`src/rtl/conv_acc_relu_sat.sv`:
```
// Accumulates N_TAPS signed products per output pixel on top of a per-channel bias,
// then rounds, rescales, optionally applies ReLU and saturates to the activation format.
//
//   state   | meaning
//   --------+-------------------------------------------------------------
//   ST_ACC  | accepting products, accumulating the current window
//   ST_HOLD | result registered, waiting for downstream to take it
module conv_acc_relu_sat #(
    parameter int PROD_W  = 24,
    parameter int ACC_W   = 32,
    parameter int N_TAPS  = 9,
    parameter int BIAS_W  = 14,
    parameter int SHIFT   = 8,
    parameter int OUT_W   = 14,
    parameter int RELU_EN = 1
) (
    input  logic                     ap_clk,
    input  logic                     ap_rst_n,
    input  logic                     clear,
    input  logic signed [PROD_W-1:0] prod_data,
    input  logic                     prod_valid,
    output logic                     prod_ready,
    input  logic signed [BIAS_W-1:0] bias,
    output logic signed [OUT_W-1:0]  out_data,
    output logic                     out_valid,
    input  logic                     out_ready,
    output logic                     out_sat
);
    localparam int CNT_W = (N_TAPS > 1) ? $clog2(N_TAPS) : 1;
    localparam int OMAX  = 2**(OUT_W-1) - 1;
    localparam int OMIN  = -(2**(OUT_W-1));
    localparam logic signed [ACC_W:0] OUT_MAX = (ACC_W+1)'(OMAX);
    localparam logic signed [ACC_W:0] OUT_MIN = (ACC_W+1)'(OMIN);
    localparam logic signed [ACC_W:0] RND =
        {{(ACC_W+1-SHIFT){1'b0}}, 1'b1, {(SHIFT-1){1'b0}}};

    typedef enum logic {ST_ACC, ST_HOLD} state_t;

    state_t                    state_q, state_d;
    logic [CNT_W-1:0]          tap_cnt_q, tap_cnt_d;
    logic signed [ACC_W-1:0]   acc_q, acc_d;
    logic signed [OUT_W-1:0]   out_data_q, out_data_d;
    logic                      out_sat_q, out_sat_d;
    logic                      out_valid_q, out_valid_d;

    logic signed [ACC_W-1:0]   bias_ext, prod_ext, acc_base, sum_full;
    logic signed [ACC_W:0]     rnd_sum, shifted, post_r;
    logic signed [OUT_W-1:0]   post_data;
    logic                      post_sat;
    logic                      last_tap;

    // The first tap of a window starts from the bias instead of the stale accumulator.
    assign bias_ext = {{(ACC_W-BIAS_W){bias[BIAS_W-1]}}, bias} <<< SHIFT;
    assign prod_ext = {{(ACC_W-PROD_W){prod_data[PROD_W-1]}}, prod_data};
    assign acc_base = (tap_cnt_q == '0) ? bias_ext : acc_q;
    assign sum_full = acc_base + prod_ext;
    assign last_tap = (tap_cnt_q == CNT_W'(N_TAPS-1));

    assign rnd_sum  = {sum_full[ACC_W-1], sum_full} + RND;
    assign shifted  = rnd_sum >>> SHIFT;

    always_comb begin
        post_r    = shifted;
        post_sat  = 1'b0;
        post_data = shifted[OUT_W-1:0];
        if (RELU_EN != 0 && shifted[ACC_W]) begin
            post_r = '0;
        end
        if (post_r > OUT_MAX) begin
            post_data = OUT_MAX[OUT_W-1:0];
            post_sat  = 1'b1;
        end else if (post_r < OUT_MIN) begin
            post_data = OUT_MIN[OUT_W-1:0];
            post_sat  = 1'b1;
        end else begin
            post_data = post_r[OUT_W-1:0];
        end
    end

    always_comb begin
        state_d     = state_q;
        tap_cnt_d   = tap_cnt_q;
        acc_d       = acc_q;
        out_data_d  = out_data_q;
        out_sat_d   = out_sat_q;
        out_valid_d = out_valid_q;
        if (clear) begin
            tap_cnt_d   = '0;
            out_valid_d = 1'b0;
            state_d     = ST_ACC;
        end else begin
            case (state_q)
                ST_ACC: begin
                    if (prod_valid) begin
                        acc_d = sum_full;
                        if (last_tap) begin
                            tap_cnt_d   = '0;
                            out_data_d  = post_data;
                            out_sat_d   = post_sat;
                            out_valid_d = 1'b1;
                            state_d     = ST_HOLD;
                        end else begin
                            tap_cnt_d = tap_cnt_q + CNT_W'(1);
                        end
                    end
                end
                ST_HOLD: begin
                    if (out_ready) begin
                        out_valid_d = 1'b0;
                        state_d     = ST_ACC;
                    end
                end
                default: state_d = ST_ACC;
            endcase
        end
    end

    always_ff @(posedge ap_clk or negedge ap_rst_n) begin
        if (!ap_rst_n) begin
            state_q     <= ST_ACC;
            tap_cnt_q   <= '0;
            acc_q       <= '0;
            out_data_q  <= '0;
            out_sat_q   <= 1'b0;
            out_valid_q <= 1'b0;
        end else begin
            state_q     <= state_d;
            tap_cnt_q   <= tap_cnt_d;
            acc_q       <= acc_d;
            out_data_q  <= out_data_d;
            out_sat_q   <= out_sat_d;
            out_valid_q <= out_valid_d;
        end
    end

    // Ready depends only on registered state, never on the handshake inputs.
    assign prod_ready = (state_q == ST_ACC);
    assign out_valid  = out_valid_q;
    assign out_data   = out_data_q;
    assign out_sat    = out_sat_q;
endmodule
```
`config.mk`:
```
export PLATFORM = sky130hd
export DESIGN_NAME = conv_acc_relu_sat
export DESIGN_NICKNAME = d
export VERILOG_FILES = /design/src/rtl/conv_acc_relu_sat.sv
export SDC_FILE = /design/constraint.sdc
export NUM_CORES = 1
export LEC_CHECK = 0
export CAP_MARGIN = 20
export CORE_ASPECT_RATIO = 1.5
export CORE_MARGIN = 10
export CORE_UTILIZATION = 52
export CTS_CLUSTER_DIAMETER = 60
export DETAILED_ROUTE_END_ITERATION = 6
export GPL_TIMING_DRIVEN = 0
export PLACE_DENSITY_LB_ADDON = 0.12
export SLEW_MARGIN = 20
export SYNTH_ARGS = -nofsm -noshare
export SYNTH_HDL_FRONTEND = slang
export SYNTH_SLANG_ARGS = --single-unit
```
`constraint.sdc`:
```
create_clock -name ap_clk -period 4.29 [get_ports ap_clk]
set_input_delay 0.6435 -clock ap_clk [delete_from_list [all_inputs] [get_ports ap_clk]]
set_output_delay 0.6435 -clock ap_clk [all_outputs]
set_load 0.01 [all_outputs]
```
==> impl_summary.log <==
INFO  metric cts_inserted_buffers = 5
INFO  metric r2r_setup_slack = -0.65 ns
INFO  metric wirelength_met1 = 6910 um
INFO  metric cts_buffer_depth = 2
INFO  metric drv.max_cap_violation_count = 0
INFO  metric cts.sink_count = 53
INFO  metric power_total = 0.00331 W
INFO  metric netSwitchingFraction = approximately 45%
INFO  metric synthDominantAreaCellType = sky130_fd_sc_hd__dfrtp_1
INFO  metric cts-root-buf = sky130_fd_sc_hd__clkbuf_16
INFO  metric n_antenna_cell = 0
INFO  metric wire_per_inst = around 22 um
INFO  metric cp_slowest_cell = sky130_fd_sc_hd__or3b_4
INFO  metric timing.critical_path.fanout_max = 6
INFO  metric path_depth = 20
INFO  metric insertion_delay = 0.29 ns
INFO  metric first_global_vias = ~5700
INFO  metric ys_async_sr_fraction = 100%
INFO  metric synthMostInstantiatedCell = sky130_fd_sc_hd__nand2_1
INFO  metric static-leakage-power = approximately 3.0 nW
INFO  metric cell_types_with_the_highest_counts_after_synthesis = sky130_fd_sc_hd__nand2_1 (102), sky130_fd_sc_hd__o21ai_0 (55), sky130_fd_sc_hd__dfrtp_1 (53)
INFO  metric setup_viol = 14
INFO  metric crit_chain = inv_1, ha_2, or3b_4, buf_12, buf_12, mux2_4, ha_4, nand2_1, a211oi_1, o21ai_2, o211ai_1, xor2_2, nand4_4, nor4b_4, and3_1, o22ai_2, nor4_4, buf_4, buf_6, a21oi_2
INFO  metric critPathCapture = out_data[10]$_DFFE_PN0P_
INFO  metric timing_hold_violations_final = 0
INFO  metric critPathTopFamily = simple AND/OR/NAND/NOR gates
INFO  metric cts.htree.levels = 2
INFO  metric dieWidth = 101 um
INFO  metric cp_common_cell = sky130_fd_sc_hd__buf_12
INFO  metric dr.first_iter.drc_count = about 380
INFO  metric synthesis.instances = 638
INFO  metric finalNonFillerCells = slightly below 900
INFO  metric yosys_warnings = 0
INFO  metric cp.arrival = around 5.1 ns
INFO  metric critPathLaunchType = flop
INFO  metric tritoncts_clock_tree = done
INFO  metric cp.buffers_inverters = 5
INFO  metric routed_wirelength = 19000 um
INFO  metric starting_density = a little over half
INFO  metric synthFlopType = sky130_fd_sc_hd__dfrtp_1
INFO  metric gpl.final_weighted_congestion = ~0.92
INFO  metric final_design_area_no_fill = ~7400 um^2
INFO  metric type_of_the_setup_path_with_the_least_slack = reg -> reg
INFO  metric highest_layer = met4
INFO  metric max_freq = 0.203 GHz
INFO  metric post_dp_cell_area = around 6100 um^2
INFO  metric violated_checks = negative setup slack
INFO  metric boundaryPins = 60
INFO  metric relative_contribution_of_combinational_cells_to_total_power = 65.7%
INFO  metric combined_area_of_the_multi_input_logic_cells = ~4600 um^2
INFO  metric finalClockSkew = about 0.0062 ns
INFO  metric via_count = 5561
INFO  metric nNetsFinal = about 840
INFO  metric number_of_input_and_output_port_buffers_inserted = 58
INFO  metric synth_area = between 5000 and 6000 um^2
INFO  metric run_status = finished with violations
INFO  metric clock_power_share = around 14%
INFO  metric synthTopCellsByArea = sky130_fd_sc_hd__dfrtp_1 (26%), sky130_fd_sc_hd__ha_1 (9.4%), sky130_fd_sc_hd__nand2_1 (7.4%)
INFO  metric synth-seq-area-share = between 20 and 30%
INFO  metric floorplan.die_area = approximately 14000 um^2
INFO  metric peakVddDrop = 303 uV
INFO  metric yosys.area.top_type_share = 25.6%
INFO  metric route.met3.wl = between 800 and 900 um
INFO  metric synth.net_count = around 720
INFO  metric route.met2.wl = between 10000 and 15000 um
INFO  metric synth.ff_latch_count = 53
INFO  metric detailedPlacementHpwl = between 10000 and 15000 um
INFO  metric detail-route-antenna-nets = 0
INFO  metric power_frac_seq = approximately a fifth
INFO  metric fp.coreArea = between 9000 and 10000 um^2
INFO  metric power.internal = approximately 0.0018 W
INFO  metric die_h = 142 um
INFO  metric tightest_slew = about 0.70 ns
INFO  metric grt_antenna_before_repair = 0
INFO  metric area_growth = 43.4%
INFO  metric drc = 0
INFO  metric critPathMaxStageDelay = 0.43 ns
INFO  metric grt.total_usage = around a quarter
INFO  metric rsz0062_at_grt = true
INFO  metric setup.worst_path.start = tap_cnt_q[0]$_DFFE_PN0P_
INFO  metric layout.area.seq = between 1000 and 1500 um^2
INFO  metric worst_r2r_path_depth = 20
INFO  metric hold_class = in -> async
INFO  metric worst-endpoint-required = 4.46 ns
INFO  metric end_kind = flop
INFO  metric max-slew-margin-rel = between 50% and 60%
INFO  metric dpl.cell_count = about 800
INFO  metric syn_avg_cell_area = slightly above 8 um^2
INFO  metric post-route-period-util = 115%
INFO  metric power_density = around 450 nW/um^2
INFO  metric slew_viol_final = 0
INFO  metric crit-reg2reg-launch = tap_cnt_q[0]$_DFFE_PN0P_
INFO  metric clk_pin_slew_worst_paths = ~0.07 ns
INFO  metric synth_edf_count = 0
INFO  metric grt_max_degree = 54
INFO  metric setup_slack = -0.646 ns
INFO  metric post-route-min-period = ~4.9 ns
INFO  metric fillers = approximately 630
INFO  metric power_switching = ~0.0015 W
INFO  metric routed_via_density = about 6.4
INFO  metric r2r-end = out_data[10]$_DFFE_PN0P_
INFO  metric detailedRoute.firstPassIterationCount = 5
INFO  metric wire_length_of_the_first_global_routing_pass = ~29000 um
INFO  metric drive_above_1_share = around a third
INFO  metric globalRouteOverflowTotal = 0
INFO  metric synth_cell_type_count = 68
INFO  metric placement_rows = 44
[placed cells by master, fill, tap and decap left out, types with 12 or more instances in the layout]
cell | netlist | routed
sky130_fd_sc_hd__ha_4 | 0 | 25
sky130_fd_sc_hd__xnor2_1 | 17 | 12
sky130_fd_sc_hd__dfrtp_1 | 53 | 53
sky130_fd_sc_hd__nand2_1 | 102 | 93
sky130_fd_sc_hd__nor2_1 | 42 | 35
sky130_fd_sc_hd__inv_1 | 14 | 13
sky130_fd_sc_hd__nor3_1 | 15 | 12
sky130_fd_sc_hd__clkdlybuf4s50_1 | 0 | 57
sky130_fd_sc_hd__mux2_2 | 22 | 17
sky130_fd_sc_hd__a21oi_1 | 46 | 27
sky130_fd_sc_hd__xor2_1 | 14 | 12
sky130_fd_sc_hd__a21oi_2 | 13 | 27
sky130_fd_sc_hd__buf_4 | 0 | 53
sky130_fd_sc_hd__o21ai_0 | 55 | 45
[routing by layer]
| layer | vias to the layer above | GRT usage (%) |
|---|---|---|
| met5 | - | 0 |
| met1 | 2707 | 26.5 |
| met3 | 73 | 3.11 |
| met2 | 216 | 44.3 |
| li1 | 2565 | - |
| met4 | 0 | 15.1 |
[power by group through the flow]
| stage | Sequential (W) | Clock (W) | Combinational (W) |
|---|---|---|---|
| after floorplan | 0.000658 | 0 | 0.00117 |
| after global placement | 0.000668 | 0 | 0.00155 |
| after detailed placement | 0.000675 | 0 | 0.00157 |
| after CTS | 0.000665 | 0.000472 | 0.00199 |
| after global routing | 0.000680 | 0.000492 | 0.00230 |
| final | 0.000670 | 0.000466 | 0.00217 |
[cell families (layout without fill, tap and decap cells)]
| logic type | count (synthesis) | in the layout | synth area share, % |
|---|---|---|---|
| flip-flops | 53 | 53 | 25.6 |
| adder cells (fa/ha/maj) | 40 | 40 | 9.82 |
| XOR/XNOR | 31 | 31 | 5.25 |
| multiplexers | 28 | 28 | 5.95 |
| AO/OA/AOI/OAI | 202 | 202 | 26.2 |
| buffers and inverters | 37 | 153 | 2.93 |
| AND/OR/NAND/NOR | 247 | 247 | 24.2 |
[layout make-up]
cell class / count / area share, %
clock buffers: 5 / 1.69
plain buffers: 17 / 1.77
multi-input cells: 548 / 61.4
clock inverters: 3 / 0.590
inverters: 14 / 0.708
flip-flops and latches: 53 / 17.9
repair buffers: 114 / 14.0
well taps: 115 / 1.94
[flip-flops by register name (all words and copies together), names as in the netlist]
| signal | cells |
|---|---|
| acc_q | 32 |
| tap_cnt_q | 4 |
| out_sat | 1 |
| out_valid | 1 |
| out_data | 14 |
| state_q | 1 |
[how the worst min path moves through the flow]
stage               cells after the start                  from                   end
floorplan                               0              ap_rst_n  acc_q[0]$_DFFE_PN0P_
global placement                        2  acc_q[0]$_DFFE_PN0P_  acc_q[0]$_DFFE_PN0P_
detailed placement                      2  acc_q[8]$_DFFE_PN0P_  acc_q[8]$_DFFE_PN0P_
CTS                                     1              ap_rst_n  acc_q[6]$_DFFE_PN0P_
global route                            1              ap_rst_n  acc_q[6]$_DFFE_PN0P_
finish                                  1              ap_rst_n  acc_q[6]$_DFFE_PN0P_
[timing repair]
item,in CTS,in global routing
resized for setup,126,29
setup endpoints to repair,14,14
cloned,2,0
pin swaps,39,25
endpoints found under the hold margin,0,0
setup buffers,39,15
hold buffers,0,0
[per-stage QoR]
stage               setup WS [ns]  utilization [%]  TNS (ns)  hold slack (ns)
floorplan                  -0.167                -     -1.77            0.348
global placement           -0.958             62.9    -12.62            0.455
detailed placement          -1.04             62.8    -13.62            0.459
CTS                        -0.402             74.3     -5.32            0.419
global route               -0.758             76.6    -10.32            0.433
finish                     -0.646             76.6     -8.67            0.393
[worst reg2reg max path: cells and delay by family (launching register included)]
kind / cells / cell delay (ns)
flops: 1 / 0.40
compound gates: 5 / 0.99
fa+ha+maj: 2 / 0.48
simple gates: 6 / 1.61
mux: 1 / 0.32
xor+xnor: 1 / 0.33
buf+inv: 5 / 0.69
Power figures use the tool's default switching activity.
